==> config.mk <==
export PLATFORM = sky130hd
export DESIGN_NAME = vn_lut_bank_loader_flat
export DESIGN_NICKNAME = d
export VERILOG_FILES = /design/src/rtl/vn_lut_pkg.sv /design/src/rtl/vn_lut_bank_loader_if.sv /design/src/rtl/vn_lut_page_counter.sv /design/src/rtl/vn_lut_bank_loader.sv /design/src/flat_wrapper.sv
export SDC_FILE = /design/constraint.sdc
export NUM_CORES = 1
export LEC_CHECK = 0
export ABC_AREA = 1
export CAP_MARGIN = 15
export CORE_MARGIN = 2
export CORE_UTILIZATION = 40
export CTS_CLUSTER_DIAMETER = 50
export DETAILED_ROUTE_END_ITERATION = 7
export PLACE_DENSITY = 0.73
export RECOVER_POWER = 25
export SYNTH_ARGS = -nofsm -noshare
export SYNTH_HDL_FRONTEND = slang
export SYNTH_HIERARCHICAL = 1
export SYNTH_SLANG_ARGS = --single-unit
==> constraint.sdc <==
create_clock -name sys_clk -period 3 [get_ports sys_clk]
set_input_delay 0.6 -clock sys_clk [delete_from_list [all_inputs] [get_ports sys_clk]]
set_output_delay 0.6 -clock sys_clk [all_outputs]
set_load 0.1 [all_outputs]
==> src/rtl/vn_lut_pkg.sv <==
// Shared constants and FSM encoding for the VN IB-LUT bank loader.
// Optional feature macro: VN_LUT_LOADER_CKSUM_EN (checksum width lives here).
package vn_lut_pkg;

  localparam int unsigned DEF_MSG_BITWIDTH       = 3;
  localparam int unsigned DEF_PAGE_ADDR_BITWIDTH = 5;
  localparam int unsigned DEF_VN_LOAD_CYCLE      = 32;
  localparam int unsigned CKSUM_W                = 8;

  typedef logic [1:0] lut_state_t;

  localparam lut_state_t ST_IDLE = 2'd0;
  localparam lut_state_t ST_LOAD = 2'd1;
  localparam lut_state_t ST_FULL = 2'd2;

endpackage

==> src/rtl/vn_lut_bank_loader_if.sv <==
// Stream-in / LUT-write bundle of the VN LUT bank loader.
// slave  : the loader (consumes *_i, drives *_o)
// master : the feeder/decoder side (drives *_i, observes *_o)
// Macro VN_LUT_LOADER_CKSUM_EN adds expected_cksum_i / cksum_err_o.
interface vn_lut_bank_loader_if
  import vn_lut_pkg::*;
#(
  parameter int unsigned MSG_W  = DEF_MSG_BITWIDTH,
  parameter int unsigned ADDR_W = DEF_PAGE_ADDR_BITWIDTH + 1
) ();

  logic              load_start_i;
  logic [MSG_W-1:0]  entry_i;
  logic              entry_valid_i;
  logic              entry_ready_o;
  logic              bank_swap_i;
  logic [MSG_W-1:0]  lut_in_o;
  logic [ADDR_W-1:0] write_addr_o;
  logic              we_o;
  logic              active_bank_o;
  logic              load_busy_o;
  logic              shadow_full_o;
  logic              load_done_o;
`ifdef VN_LUT_LOADER_CKSUM_EN
  logic [CKSUM_W-1:0] expected_cksum_i;
  logic               cksum_err_o;
`endif

  modport slave (
    input  load_start_i, entry_i, entry_valid_i, bank_swap_i,
`ifdef VN_LUT_LOADER_CKSUM_EN
    input  expected_cksum_i,
    output cksum_err_o,
`endif
    output entry_ready_o, lut_in_o, write_addr_o, we_o,
    output active_bank_o, load_busy_o, shadow_full_o, load_done_o
  );

  modport master (
    output load_start_i, entry_i, entry_valid_i, bank_swap_i,
`ifdef VN_LUT_LOADER_CKSUM_EN
    output expected_cksum_i,
    input  cksum_err_o,
`endif
    input  entry_ready_o, lut_in_o, write_addr_o, we_o,
    input  active_bank_o, load_busy_o, shadow_full_o, load_done_o
  );

endinterface

==> src/rtl/vn_lut_page_counter.sv <==
// Modulo-MODULUS page counter with synchronous clear (priority) and enable.
// Ports: clk, rst (async active-high), clr_i, en_i, cnt_o (registered),
//        last_c (combinational: counter sits at MODULUS-1).
module vn_lut_page_counter
  import vn_lut_pkg::*;
#(
  parameter int unsigned WIDTH   = DEF_PAGE_ADDR_BITWIDTH,
  parameter int unsigned MODULUS = DEF_VN_LOAD_CYCLE
) (
  input  logic             clk,
  input  logic             rst,
  input  logic             clr_i,
  input  logic             en_i,
  output logic [WIDTH-1:0] cnt_o,
  output logic             last_c
);

  logic [WIDTH-1:0] cnt_q, cnt_d;

  assign last_c = (cnt_q == WIDTH'(MODULUS - 1));

  // Wraps at MODULUS-1, which may be below the natural 2**WIDTH-1 rollover.
  always_comb begin
    cnt_d = cnt_q;
    if (clr_i)       cnt_d = '0;
    else if (en_i)   cnt_d = last_c ? '0 : cnt_q + WIDTH'(1);
  end

  always_ff @(posedge clk or posedge rst) begin
    if (rst) cnt_q <= '0;
    else     cnt_q <= cnt_d;
  end

  assign cnt_o = cnt_q;

endmodule

==> src/rtl/vn_lut_bank_loader.sv <==
// VN IB-LUT bank loader: takes a valid/ready stream of LUT entries and writes
// them into the shadow half ({~active_bank, page}) of a double-banked LUT,
// granting a bank swap only once the shadow half is completely loaded.
// Ports: sys_clk, rst (async active-high), bus (vn_lut_bank_loader_if.slave).
// Macro VN_LUT_LOADER_CKSUM_EN: mod-256 checksum of the loaded bank; a mismatch
// on the final entry raises sticky cksum_err_o and withholds the FULL state.
module vn_lut_bank_loader
  import vn_lut_pkg::*;
#(
  parameter int unsigned MSG_BITWIDTH       = DEF_MSG_BITWIDTH,
  parameter int unsigned VN_LOAD_CYCLE      = DEF_VN_LOAD_CYCLE,
  parameter int unsigned PAGE_ADDR_BITWIDTH = DEF_PAGE_ADDR_BITWIDTH
) (
  input logic                 sys_clk,
  input logic                 rst,
  vn_lut_bank_loader_if.slave bus
);

  localparam int unsigned ADDR_W = PAGE_ADDR_BITWIDTH + 1;

  lut_state_t              state_q, state_d;
  logic                    active_q, active_d;
  logic                    busy_q, busy_d;
  logic                    full_q, full_d;
  logic                    we_q, we_d;
  logic                    done_q, done_d;
  logic [MSG_BITWIDTH-1:0] lut_q, lut_d;
  logic [ADDR_W-1:0]       addr_q, addr_d;

  logic [PAGE_ADDR_BITWIDTH-1:0] page_cnt;
  logic                          last_page_c;
  logic                          hs_c;
  logic                          cksum_bad_c;

  // A restart pulse discards any handshake presented in the same cycle.
  assign hs_c = (state_q == ST_LOAD) & bus.entry_valid_i & ~bus.load_start_i;

  vn_lut_page_counter #(
    .WIDTH   (PAGE_ADDR_BITWIDTH),
    .MODULUS (VN_LOAD_CYCLE)
  ) u_page_cnt (
    .clk    (sys_clk),
    .rst    (rst),
    .clr_i  (bus.load_start_i),
    .en_i   (hs_c),
    .cnt_o  (page_cnt),
    .last_c (last_page_c)
  );

`ifdef VN_LUT_LOADER_CKSUM_EN
  logic [CKSUM_W-1:0] sum_q, sum_d, sum_next_c;
  logic               err_q, err_d;

  assign sum_next_c  = sum_q + CKSUM_W'(bus.entry_i);
  assign cksum_bad_c = (sum_next_c != bus.expected_cksum_i);

  // Running sum of accepted entries; error is sticky until the next load.
  always_comb begin
    sum_d = sum_q;
    err_d = err_q;
    if (bus.load_start_i) begin
      sum_d = '0;
      err_d = 1'b0;
    end else if (hs_c) begin
      sum_d = sum_next_c;
      if (last_page_c && cksum_bad_c) err_d = 1'b1;
    end
  end

  always_ff @(posedge sys_clk or posedge rst) begin
    if (rst) begin
      sum_q <= '0;
      err_q <= 1'b0;
    end else begin
      sum_q <= sum_d;
      err_q <= err_d;
    end
  end

  assign bus.cksum_err_o = err_q;
`else
  assign cksum_bad_c = 1'b0;
`endif

  // Next-state and registered-output logic.
  always_comb begin
    state_d  = state_q;
    active_d = active_q;
    we_d     = 1'b0;
    done_d   = 1'b0;
    lut_d    = lut_q;
    addr_d   = addr_q;
    case (state_q)
      ST_IDLE: begin
        if (bus.load_start_i) state_d = ST_LOAD;
      end
      ST_LOAD: begin
        // bank_swap_i is deliberately not looked at: a partial bank never goes live.
        if (hs_c) begin
          we_d   = 1'b1;
          lut_d  = bus.entry_i;
          addr_d = {~active_q, page_cnt};
          if (last_page_c) begin
            done_d  = 1'b1;
            state_d = cksum_bad_c ? ST_IDLE : ST_FULL;
          end
        end
      end
      ST_FULL: begin
        // Swap takes precedence; a simultaneous start then loads the new shadow.
        if (bus.bank_swap_i) begin
          active_d = ~active_q;
          state_d  = bus.load_start_i ? ST_LOAD : ST_IDLE;
        end else if (bus.load_start_i) begin
          state_d = ST_LOAD;
        end
      end
      default: state_d = ST_IDLE;
    endcase
    busy_d = (state_d == ST_LOAD);
    full_d = (state_d == ST_FULL);
  end

  always_ff @(posedge sys_clk or posedge rst) begin
    if (rst) begin
      state_q  <= ST_IDLE;
      active_q <= 1'b0;
      busy_q   <= 1'b0;
      full_q   <= 1'b0;
      we_q     <= 1'b0;
      done_q   <= 1'b0;
      lut_q    <= '0;
      addr_q   <= '0;
    end else begin
      state_q  <= state_d;
      active_q <= active_d;
      busy_q   <= busy_d;
      full_q   <= full_d;
      we_q     <= we_d;
      done_q   <= done_d;
      lut_q    <= lut_d;
      addr_q   <= addr_d;
    end
  end

  assign bus.entry_ready_o = busy_q;
  assign bus.load_busy_o   = busy_q;
  assign bus.shadow_full_o = full_q;
  assign bus.active_bank_o = active_q;
  assign bus.we_o          = we_q;
  assign bus.load_done_o   = done_q;
  assign bus.lut_in_o      = lut_q;
  assign bus.write_addr_o  = addr_q;

endmodule

==> src/flat_wrapper.sv <==
// flat-port wrapper written by rule: the top's interface ports become plain ports
module vn_lut_bank_loader_flat import vn_lut_pkg::*;
#(
  parameter int unsigned MSG_BITWIDTH       = DEF_MSG_BITWIDTH,
  parameter int unsigned VN_LOAD_CYCLE      = DEF_VN_LOAD_CYCLE,
  parameter int unsigned PAGE_ADDR_BITWIDTH = DEF_PAGE_ADDR_BITWIDTH
)
  (sys_clk, rst, bus_load_start_i, bus_entry_i, bus_entry_valid_i, bus_bank_swap_i, bus_entry_ready_o, bus_lut_in_o, bus_write_addr_o, bus_we_o, bus_active_bank_o, bus_load_busy_o, bus_shadow_full_o, bus_load_done_o);
  vn_lut_bank_loader_if #(.MSG_W((DEF_MSG_BITWIDTH)), .ADDR_W((DEF_PAGE_ADDR_BITWIDTH + 1))) bus_i ();
  input logic sys_clk;
  input logic rst;
  input wire logic [$bits(bus_i.load_start_i)-1:0] bus_load_start_i;
  input wire logic [$bits(bus_i.entry_i)-1:0] bus_entry_i;
  input wire logic [$bits(bus_i.entry_valid_i)-1:0] bus_entry_valid_i;
  input wire logic [$bits(bus_i.bank_swap_i)-1:0] bus_bank_swap_i;
  output wire logic [$bits(bus_i.entry_ready_o)-1:0] bus_entry_ready_o;
  output wire logic [$bits(bus_i.lut_in_o)-1:0] bus_lut_in_o;
  output wire logic [$bits(bus_i.write_addr_o)-1:0] bus_write_addr_o;
  output wire logic [$bits(bus_i.we_o)-1:0] bus_we_o;
  output wire logic [$bits(bus_i.active_bank_o)-1:0] bus_active_bank_o;
  output wire logic [$bits(bus_i.load_busy_o)-1:0] bus_load_busy_o;
  output wire logic [$bits(bus_i.shadow_full_o)-1:0] bus_shadow_full_o;
  output wire logic [$bits(bus_i.load_done_o)-1:0] bus_load_done_o;
  assign bus_i.load_start_i = bus_load_start_i;
  assign bus_i.entry_i = bus_entry_i;
  assign bus_i.entry_valid_i = bus_entry_valid_i;
  assign bus_i.bank_swap_i = bus_bank_swap_i;
  assign bus_entry_ready_o = bus_i.entry_ready_o;
  assign bus_lut_in_o = bus_i.lut_in_o;
  assign bus_write_addr_o = bus_i.write_addr_o;
  assign bus_we_o = bus_i.we_o;
  assign bus_active_bank_o = bus_i.active_bank_o;
  assign bus_load_busy_o = bus_i.load_busy_o;
  assign bus_shadow_full_o = bus_i.shadow_full_o;
  assign bus_load_done_o = bus_i.load_done_o;
  vn_lut_bank_loader #(.MSG_BITWIDTH(MSG_BITWIDTH), .VN_LOAD_CYCLE(VN_LOAD_CYCLE), .PAGE_ADDR_BITWIDTH(PAGE_ADDR_BITWIDTH)) u_core (.sys_clk(sys_clk), .rst(rst), .bus(bus_i));
endmodule
==> flow_summary.ini <==
[timing]
post-route-min-period_ns = 2.42
finalHoldViolCount = 0
drv_slew = 0
worst_pin_slew_ns = 0.652
relSlewSlack = 0.564
rsz0062_at_grt = false
finalWorstSetupSlack_ns = 0.582
timing.fmax_mhz = 414
setup_violations = 0
tns_ns = 0
clock_skew_ns = 0.00157
period_share = 0.806

[outcome]
status = completed

[clock_network]
h-tree-depth = 1
post_cts_buffers = 0
clkLatencyLatePin_ns = 0.29
ctsHoldBuffers = 0
clock-root-buffer = clkbuf_4
cts_sinks = 21
cts_resized = 0
cts_tree = yes
cts_buffer_depth = 2
cts.clk_slew.worst_paths_ns = 0.11
cts_buffers = 3

[setup_path]
rrSetupSlack_ns = 1.41
crit_arrival_ns = 2.66
cp.required_ns = 3.24
crit_path_end_kind = flip-flop
crit_cells = 8
timing.critical_path.to = u_core/u_page_cnt/cnt_o[3]$_DFFE_PP0P_
r2r.worst_path.cells = 7
critPathKind = input pin to flip-flop
path_delay_family = simple AND/OR/NAND/NOR gates
crit_slowest_cell = nor2_1
r2r_end = u_core/u_page_cnt/cnt_o[3]$_DFFE_PP0P_
startpoint_type = input pin
crit_chain = clkdlybuf4s50_1 > nor2_1 > nand2_1 > inv_1 > nand2_1 > nor2_2 > nand3_1 > nand2_1
cpPeakStageDelay_ns = 0.57
crit_path_max_fanout = 11
cp-startpoint = bus_load_start_i
path_buf_inv = 2
timing.rr.start = u_core/state_q[1]$_DFF_PP0_
cp_common_cell = nand2_1

[logic_synthesis]
ys_ff_latch = 21
synth.avg_cell_area_um2 = 8.47
yosysTopAreaCellShare = 0.554
yosys.area.top_type = dfrtp_1
netlist_area_um2 = 948
seq_area_frac_synth = 0.554
synth.area.top_cells = dfrtp_1, nand2_1, nand3_1
synth_warnings = 6
synth_cell_types = 15
synth_fp_nets = 122
synth_cells = 112

[pwr]
powerDensity_nw_per_um2 = 639
power_leakage_nw = 0.660
vdd_drop_max_uv = 288

[routing]
ant_nets = 0
viasPerCell = 4.54
drt-total-wl_um = 1670
drc = 0
drt-initial-drc-count = 13
dr.pass1.iters = 4
routedWlPerCell_um = 10.3
via_count = 736

[finish]
antenna_cells = 0
final_common_cell = nand2_1
areaGrowthSynthToFinish_pct = 22.2
fin_nets = 145
final_cell_mix = nand2_1, dfrtp_1, buf_4, inv_1, nand3_1
drive_above_1_share = 0.179

[global_route]
grt_pass1_vias = 713
gr-total-overflow = 0
grt_start_max_net_pins = 17
use_met1 = 0.185
met2_usage = 0.231
grt_usage = 0.148
antenna_found_initial = 0
grt_pass1_wl_um = 2950
busiest_layer = met2
use_met3 = 0.0543

[placed_design]
gp_congestion = 0.866
dp_slack_ns = 0.295
dp_hpwl_um = 1280
port_buffers = 22

[hold_path]
min_path_type = flip-flop to flip-flop

[die]
die_area_um2 = 2780
coreArea_um2 = 2230
die_x_um = 52.7
fp-row-count = 17
initial_core_util = 0.425
die_y_um = 52.7
io_pins = 23

[flow_run]
cap_violations = 0
layout make-up:
class	count	area, um2
Clock buffer	4	26.3
Fill cell	214	1070
Inverter	16	60.1
Multi-Input combinational cell	71	329
Sequential cell	21	526
Tap cell	28	35.0
Timing Repair Buffer	22	183
worst register-to-register path, stage by stage, from the launching register on:
cell	delay (ns)
dfrtp_1	0.42
nor2_4	0.26
nand2_1	0.27
inv_1	0.22
nand2_1	0.08
nor2_2	0.12
nand3_1	0.09
nand2_1	0.06
logic make-up after synthesis:
family,share of synthesized area
buffers and inverters,0.0989
adders and majority gates,0.0264
DFF,0.554
AOI/OAI and AO/OA,0.0185
and+or+nand+nor,0.302
metrics by stage:
step / std cells / utilization / area [um2] / hold slack [ns] / power, W
2_1_floorplan: 112 / - / 948 / 0.379 / 0.000560
3_3_place_gp: 158 / 0.507 / 1130 / 0.467 / 0.000616
3_5_place_dp: 158 / 0.507 / 1130 / 0.467 / 0.000619
4_1_cts: 162 / 0.519 / 1160 / 0.495 / 0.000751
5_1_grt: 162 / 0.519 / 1160 / 0.509 / 0.000790
6_report: 162 / 0.519 / 1160 / 0.491 / 0.000741
flip-flops by register name (all words and copies together), names as in the netlist:
signal and flops:
u_core/bus.write_addr_o 6, u_core/bus.we_o 1, u_core/bus.lut_in_o 3, u_core/bus.shadow_full_o 1, u_core/bus.entry_ready_o 1, u_core/bus.load_done_o 1
u_core/state_q 2, u_core/bus.active_bank_o 1, u_core/u_page_cnt/cnt_o 5
power breakdown:
| group | switching (W) | internal (W) |
|---|---|---|
| combinational | 0.000211 | 0.0000580 |
| clock | 0.0000777 | 0.0000517 |
| sequential | 0.0000276 | 0.000314 |
synthesized netlist by cell type:
| cell | number |
|---|---|
| buf_4 | 3 |
| buf_6 | 1 |
| dfrtp_1 | 21 |
| ha_1 | 2 |
| inv_1 | 14 |
| inv_2 | 2 |
| nand2_1 | 41 |
| nand3_1 | 14 |
| nand3_2 | 1 |
| nand4_1 | 1 |
| nor2_1 | 6 |
| nor2_2 | 2 |
| nor2_4 | 1 |
| o21a_1 | 1 |
| o21ai_1 | 2 |
layer usage:
layer	vias to the layer above	wire length (um)	share of wire
met5	-	0	0
met4	0	9	0.0054
met3	2	99	0.059
met2	18	796	0.48
met1	332	764	0.46
li1	384	-	-
worst min-delay path by stage:
stage	from	endpoint	slack [ns]	depth (start not counted)
4_1_cts	u_core/bus.lut_in_o[0]$_DFFE_PP0P_	u_core/bus.lut_in_o[0]$_DFFE_PP0P_	0.49	2
2_1_floorplan	rst	u_core/u_page_cnt/cnt_o[0]$_DFFE_PP0P_	0.38	1
3_5_place_dp	u_core/bus.lut_in_o[0]$_DFFE_PP0P_	u_core/bus.lut_in_o[0]$_DFFE_PP0P_	0.47	2
3_3_place_gp	u_core/bus.lut_in_o[0]$_DFFE_PP0P_	u_core/bus.lut_in_o[0]$_DFFE_PP0P_	0.47	2
6_report	u_core/bus.lut_in_o[1]$_DFFE_PP0P_	u_core/bus.lut_in_o[1]$_DFFE_PP0P_	0.49	2
5_1_grt	u_core/bus.lut_in_o[0]$_DFFE_PP0P_	u_core/bus.lut_in_o[0]$_DFFE_PP0P_	0.51	2
(Power assumes the default switching activity.)
